===== src/rtl/arbiter_rr2.sv =====
// -----------------------------------------------------------------------------
// arbiter_rr2
// Two-requester round-robin arbiter with grant hold and bounded-tenure
// preemption. A requester keeps its grant for as long as it holds its request,
// unless the other side is also requesting and the owner has already held the
// grant for MAX_HOLD consecutive cycles. In that case ownership is forced over
// and 'preempt' pulses on the first cycle of the new grant.
//
// Parameters:
//   MAX_HOLD  : consecutive grant cycles allowed under contention (0..255).
//               0 disables preemption.
// Ports:
//   clk       in  : single clock, rising edge
//   reset     in  : synchronous, active-low reset
//   req_0     in  : level request from port 0
//   req_1     in  : level request from port 1
//   gnt_0     out : registered grant to port 0
//   gnt_1     out : registered grant to port 1
//   preempt   out : registered one-cycle pulse on the first cycle of a
//                   forced handover
// -----------------------------------------------------------------------------
module arbiter_rr2 #(
    parameter int unsigned MAX_HOLD = 4
) (
    input  logic clk,
    input  logic reset,
    input  logic req_0,
    input  logic req_1,
    output logic gnt_0,
    output logic gnt_1,
    output logic preempt
);

    // Counter must be able to hold MAX_HOLD+1 (its saturation value).
    localparam int unsigned CW = $clog2(MAX_HOLD + 2);
    localparam logic [CW-1:0] HOLD_LIMIT = CW'(MAX_HOLD);
    localparam logic [CW-1:0] HOLD_SAT   = CW'(MAX_HOLD + 1);
    localparam logic [CW-1:0] HOLD_ONE   = CW'(1);
    localparam logic [CW-1:0] HOLD_ZERO  = CW'(0);
    localparam logic          PREEMPT_EN = (MAX_HOLD != 0);

    typedef enum logic [1:0] {
        IDLE = 2'd0,
        GNT0 = 2'd1,
        GNT1 = 2'd2
    } state_t;

    state_t          state_q,    state_d;
    logic            last_q,     last_d;
    logic [CW-1:0]   hold_cnt_q, hold_cnt_d;
    logic            preempt_q,  preempt_d;
    logic            gnt_0_q,    gnt_0_d;
    logic            gnt_1_q,    gnt_1_d;

    // Next-state decode: arbitration from IDLE and handover/preemption rules.
    always_comb begin
        state_d   = state_q;
        preempt_d = 1'b0;
        case (state_q)
            IDLE: begin
                if (req_0 && req_1) begin
                    // Contention: the port that did not hold the grant last wins.
                    state_d = last_q ? GNT0 : GNT1;
                end else if (req_0) begin
                    state_d = GNT0;
                end else if (req_1) begin
                    state_d = GNT1;
                end else begin
                    state_d = IDLE;
                end
            end
            GNT0: begin
                if (!req_0) begin
                    // Voluntary release; hand straight over if the other side waits.
                    state_d = req_1 ? GNT1 : IDLE;
                end else if (req_1 && PREEMPT_EN && (hold_cnt_q == HOLD_LIMIT)) begin
                    state_d   = GNT1;
                    preempt_d = 1'b1;
                end else begin
                    state_d = GNT0;
                end
            end
            GNT1: begin
                if (!req_1) begin
                    state_d = req_0 ? GNT0 : IDLE;
                end else if (req_0 && PREEMPT_EN && (hold_cnt_q == HOLD_LIMIT)) begin
                    state_d   = GNT0;
                    preempt_d = 1'b1;
                end else begin
                    state_d = GNT1;
                end
            end
            default: begin
                state_d = IDLE;
            end
        endcase
    end

    // Tenure counter, last-owner tracking and registered grant decode.
    always_comb begin
        last_d     = last_q;
        hold_cnt_d = hold_cnt_q;
        gnt_0_d    = (state_d == GNT0);
        gnt_1_d    = (state_d == GNT1);
        if (state_d == IDLE) begin
            hold_cnt_d = HOLD_ZERO;
        end else if (state_d != state_q) begin
            // New tenure starts: count restarts and the new owner is remembered.
            hold_cnt_d = HOLD_ONE;
            last_d     = (state_d == GNT1);
        end else if (hold_cnt_q != HOLD_SAT) begin
            hold_cnt_d = hold_cnt_q + HOLD_ONE;
        end else begin
            hold_cnt_d = hold_cnt_q;
        end
    end

    // State and output registers with synchronous active-low reset.
    always_ff @(posedge clk) begin
        if (!reset) begin
            state_q    <= IDLE;
            last_q     <= 1'b1;
            hold_cnt_q <= HOLD_ZERO;
            preempt_q  <= 1'b0;
            gnt_0_q    <= 1'b0;
            gnt_1_q    <= 1'b0;
        end else begin
            state_q    <= state_d;
            last_q     <= last_d;
            hold_cnt_q <= hold_cnt_d;
            preempt_q  <= preempt_d;
            gnt_0_q    <= gnt_0_d;
            gnt_1_q    <= gnt_1_d;
        end
    end

    assign gnt_0   = gnt_0_q;
    assign gnt_1   = gnt_1_q;
    assign preempt = preempt_q;

endmodule


===== config.mk =====
export PLATFORM = sky130hd
export DESIGN_NAME = arbiter_rr2
export DESIGN_NICKNAME = d
export VERILOG_FILES = /design/src/rtl/arbiter_rr2.sv
export SDC_FILE = /design/constraint.sdc
export NUM_CORES = 1
export LEC_CHECK = 0
export ABC_CLOCK_PERIOD_IN_PS = 2700
export CAP_MARGIN = 30
export CELL_PAD_IN_SITES_DETAIL_PLACEMENT = 1
export CELL_PAD_IN_SITES_GLOBAL_PLACEMENT = 1
export CORE_MARGIN = 2
export CORE_UTILIZATION = 40
export CTS_CLUSTER_DIAMETER = 40
export CTS_CLUSTER_SIZE = 20
export DETAILED_ROUTE_END_ITERATION = 10
export PLACE_DENSITY_LB_ADDON = 0.1
export SYNTH_ARGS = -nofsm -noshare
export SYNTH_HDL_FRONTEND = slang
export SYNTH_SLANG_ARGS = --single-unit

===== constraint.sdc =====
create_clock -name clk -period 2.7 [get_ports clk]
set_input_delay 0.675 -clock clk [delete_from_list [all_inputs] [get_ports clk]]
set_output_delay 0.675 -clock clk [all_outputs]
set_load 0.02 [all_outputs]

# Yosys cells after proc, flatten, opt, wreduce, memory -nomap -nowiden
# Index checks and enable logic that the tools add are counted.
dict set report totals {
  regBits 9
  latchBits 0
  ram_bits 0
  rom_bits 0
  in_bits 4
  out_inout_bits 3
  wordCells 43
  memories 0
}
dict set report op_classes {
  add_sub_neg 1
  n_mul 0
  n_div 0
  magnitude_cmp 0
  n_eq_ne 7
  shifts 0
  n_mux 17
  bitwise_logic 2
  reduce_logical 9
}
# operator n
set op_table {}
lappend op_table {{2-bit 2-to-1 mux} 8}
lappend op_table {{1-bit 2-to-1 mux} 7}
lappend op_table {{2-bit one-hot mux with 3 select lines} 1}
lappend op_table {{2-bit by 1-bit equality test with 1-bit output, second input constant} 2}
lappend op_table {{2-bit equality test, second input constant} 2}
lappend op_table {{2-bit logical NOT} 2}
lappend op_table {{3-bit by 1-bit adder with 3-bit output, second input constant} 1}
lappend op_table {{3-bit equality test, second input constant} 1}
lappend op_table {{1-bit logical AND} 3}
lappend op_table {{3-bit != test, second input constant} 1}
lappend op_table {{3-bit OR reduction} 1}
lappend op_table {{2-bit != test} 1}
lappend op_table {{1-bit NOT} 2}
lappend op_table {{1-bit one-hot mux with 2 select lines} 1}
lappend op_table {{2-bit AND reduction} 1}
lappend op_table {{2-bit nonzero test} 1}
lappend op_table {{2-bit OR reduction} 1}

# Depth between registers and ports, before layout
# Gate-level depths: netlist (run 1).
dict set report depth {
  depth_word 8
  mapped_depth 7
  mapped_depth_nobuf 7
}

# Least setup slack after synthesis (run 1)
# Ideal clock, no wire load.
dict set report synth_timing {
  path_kind {register to register}
  start {register state_q[0]}
  end {register hold_cnt_q[0]}
  setup_ps 132
  arrival_ps 1813
  required_ps 2568
  setup_slack_ps 755
  path_stages_with_launch 8
  path_buffers 0
  synth_period_minus_slack_ps 1945
  cell_sequence {dfxtp_1 > inv_1 > ha_1 > nor3_1 > o21ai_0 > o211a_4 > o41ai_4 > a221oi_2}
}
dict set report synth_via {
  elab_chain_cells 4
}
# item line
set synth_rtl {}
lappend synth_rtl {{from (decl)} 48} ;# state_t state_q, state_d;
lappend synth_rtl {{from (signal assigned)} 128} ;# state_q <= state_d;
lappend synth_rtl {{2-bit equality test, or another cell as far along} 59} ;# case (state_q)
lappend synth_rtl {{2-bit one-hot mux with 3 select lines} 59}
lappend synth_rtl {{2-bit != test / 2-bit logical NOT (equally long branches)} {107, 105}}
lappend synth_rtl {{1-bit 2-to-1 mux, or another cell as far along} 107} ;# end else if (state_d != state_q) begin
lappend synth_rtl {{to (signal assigned)} 130} ;# hold_cnt_q <= hold_cnt_d;
lappend synth_rtl {{to (decl)} 50} ;# logic [CW-1:0] hold_cnt_q, hold_cnt_d;
# Several ways; a longest one is shown, not always the timed one.
# A chain may end at the register's enable or synchronous reset.

# Worst setup path in the final report (run 1)
# Ends and elaborated chain as after synthesis.

==> impl_metrics.tcl, run 1 <==
set metrics [dict create \
    gp_congestion 0.7832 \
    synth_edf_count 0 \
    syn_inst 67 \
    rows 14 \
    clockBufferDepth 2 \
    dp_hpwl_um 1164 \
    synth-simple-area-share 0.2617 \
    yosysSeqAreaShare 0.2921 \
    worst-path-max-fanout 7 \
    fin_crit_ps 2362 \
    initialDrtViolationCount 9 \
    worst-r2r-setup-slack_ps 340 \
    timing.rr.start "state_q[0]" \
    drc 0 \
    grt_pass1_wl_um 2559 \
    ios 7 \
    yosysWarnings 0 \
    finalSetupViolCount 0 \
    ant_nets 0 \
    post_cts_resized 0 \
    ir_drop_mv 0.3018 \
    yosysUniqueCellTypes 33 \
    ys_ff_latch 9 \
    critPathLaunchType "flop" \
    cts_root_buf "clkbuf_4" \
    worstPathRequired_ps 2840 \
    tightest_slew_ps 450.5 \
    io_buffers 6 \
    grt_pass1_vias 567 \
    dieArea_um2 1872 \
    finalWirelength_um 1529 \
    cts.sink_count 9 \
    vias 540 \
    syn_to_final_growth_pct 18.66 \
    skew_ps 3.597 \
    p_leak_nw 0.2933 \
    netlist_area_um2 616.8 \
    final_common_cell "dfxtp_1" \
    wl_per_cell_um 16.27 \
    fin_nets 90 \
    design.core.area_um2 1471 \
    clock_latency_ps 260 \
    cts_buffers 3 \
    period_share 0.8749 \
    utilization 0.4974 \
    grt-ovfl-total 0 \
    grt_max_degree 9 \
    fmax_mhz 423.3 \
    synth_compound_area_frac 0.2069 \
    antenna_found_initial 0 \
    cap_violations 0 \
    antenna_cells 0 \
    worstSetupEndpointType "flop" \
    cts_max_level 1 \
    synthXorXnorAreaFrac 0.01420 \
    worst_r2r_endpoint "hold_cnt_q[0]" \
    hp-start "hold_cnt_q[1]" \
    clk_pin_slew_ps 70 \
    drive_gt1_frac 0.1538 \
    hold_depth 2 \
    die_h_um 43.27 \
    first_pass_iters 2 \
    holdPathEnd "hold_cnt_q[1]" \
    crit_arrival_ps 2510 \
    cts_setup_buffers 0 \
    cts_tree "built" \
    rr_worst_depth 7 \
    initial_core_util 0.4192 \
    hold_viol_final 0 \
    finalPower_mw 0.3629 \
    grtUsageTotal 0.1872 \
    slew_violations 0 \
    maxSlewHeadroom 0.6975 \
    dieWidth_um 43.27 \
    synth_top_family_by_area "simple AND/OR/NAND/NOR gates" \
    layout_common_cells "dfxtp_1 (9), inv_1 (7), ha_1 (7)" \
    hold_path_class "flop to flop" \
    synthAdderAreaFrac 0.1420 \
    post-place-ws_ps 437.2 \
    tns_ps 0 \
    synthMuxAreaShare 0.04057 \
    rsz0062_at_grt "no" \
    status "completed" \
    synthFlopType "dfxtp_1" \
    layout_setup_ws_ps 337.7 \
    crit_type "flop to flop" \
    hold_buffers 0 \
    synth_nets 78 \
    power.density_nw_per_um2 495.8 \
    viasPerCell 5.745 \
    async_flop_share 0 \
    syn_avg_cell_area_um2 9.207 \
]
==> cells in the mapped netlist (2+ instances only) <==
library cell | n | area (um2)
nand4_1 | 2 | 12.51
and3_2 | 2 | 15.01
ha_1 | 7 | 87.58
nor3_1 | 3 | 15.01
nand3_1 | 3 | 15.01
inv_1 | 7 | 26.28
dfxtp_1 | 9 | 180.2
nor2_1 | 5 | 18.77
o21ai_0 | 2 | 10.01
nand2_1 | 3 | 11.26
and4_1 | 2 | 17.52
==> worst max-delay path by stage <==
| stage | start | to | slack [ps] | depth (start not counted) |
|---|---|---|---|---|
| finish | state_q[0] | hold_cnt_q[0] | 340 | 7 |
| global route | state_q[0] | hold_cnt_q[0] | 230 | 7 |
| CTS | state_q[0] | hold_cnt_q[0] | 320 | 7 |
| detailed placement | req_0 | last_q | 440 | 5 |
| global placement | req_0 | last_q | 410 | 5 |
| floorplan | state_q[0] | hold_cnt_q[0] | 750 | 7 |
==> critical path: stages, from the launching register on <==
cell	delay, ps
dfxtp_1	520
inv_1	200
ha_1	280
nor3_1	290
o21ai_0	200
o211a_4	330
o41ai_4	310
a221oi_2	110
==> through the flow <==
stage	hold slack, ps	area (um2)	std cells
after CTS	553.6	732.0	94
after detailed placement	538.1	704.4	90
final	537.0	732.0	94
after floorplan	490.6	616.8	67
after global placement	527.9	704.4	90
after global routing	576.2	732.0	94
==> final cells by class <==
| class | instances | area, um2 |
|---|---|---|
| repair buffers | 7 | 67.56 |
| flip-flops and latches | 9 | 180.2 |
| fillers | 186 | 739.5 |
| clock inverters | 1 | 5.005 |
| clock buffers | 3 | 22.52 |
| inverters | 7 | 26.28 |
| multi-input cells | 51 | 410.4 |
| well taps | 16 | 20.02 |
==> metal layers <==
layer  share of wire  vias up  wire [um]  track usage
met5               0        -          0            0
met3           0.035        4         54      0.05532
met2            0.49       11        755       0.3254
li1                -      268          -            -
met1            0.45      257        694       0.2108
met4           0.016        0         25      0.07273
==> logic make-up after synthesis <==
group,Yosys count
simple gates,28
compound gates,13
flops,9
buf+inv,7
fa+ha+maj,7
mux,2
xor+xnor,1
==> where the power goes <==
group / internal (mW) / total, mW / switching (mW)
combinational: 0.0450 / 0.103 / 0.0581
clock: 0.0548 / 0.108 / 0.0536
sequential: 0.141 / 0.151 / 0.00986
total: 0.241 / 0.363 / 0.122
==> sequential cells by signal, indices dropped and copies added, names as in the netlist <==
| signal | cells |
|---|---|
| gnt_0 | 1 |
| preempt | 1 |
| hold_cnt_q | 3 |
| last_q | 1 |
| gnt_1 | 1 |
| state_q | 2 |
Power figures use the tool's default switching activity.
==> inputs of run 2 (changes only) <==
Settings changed: TNS_END_PERCENT set to 20.
==> results of run 2 <==
The final DEF is identical to that of run 1; final timing and power are the same.
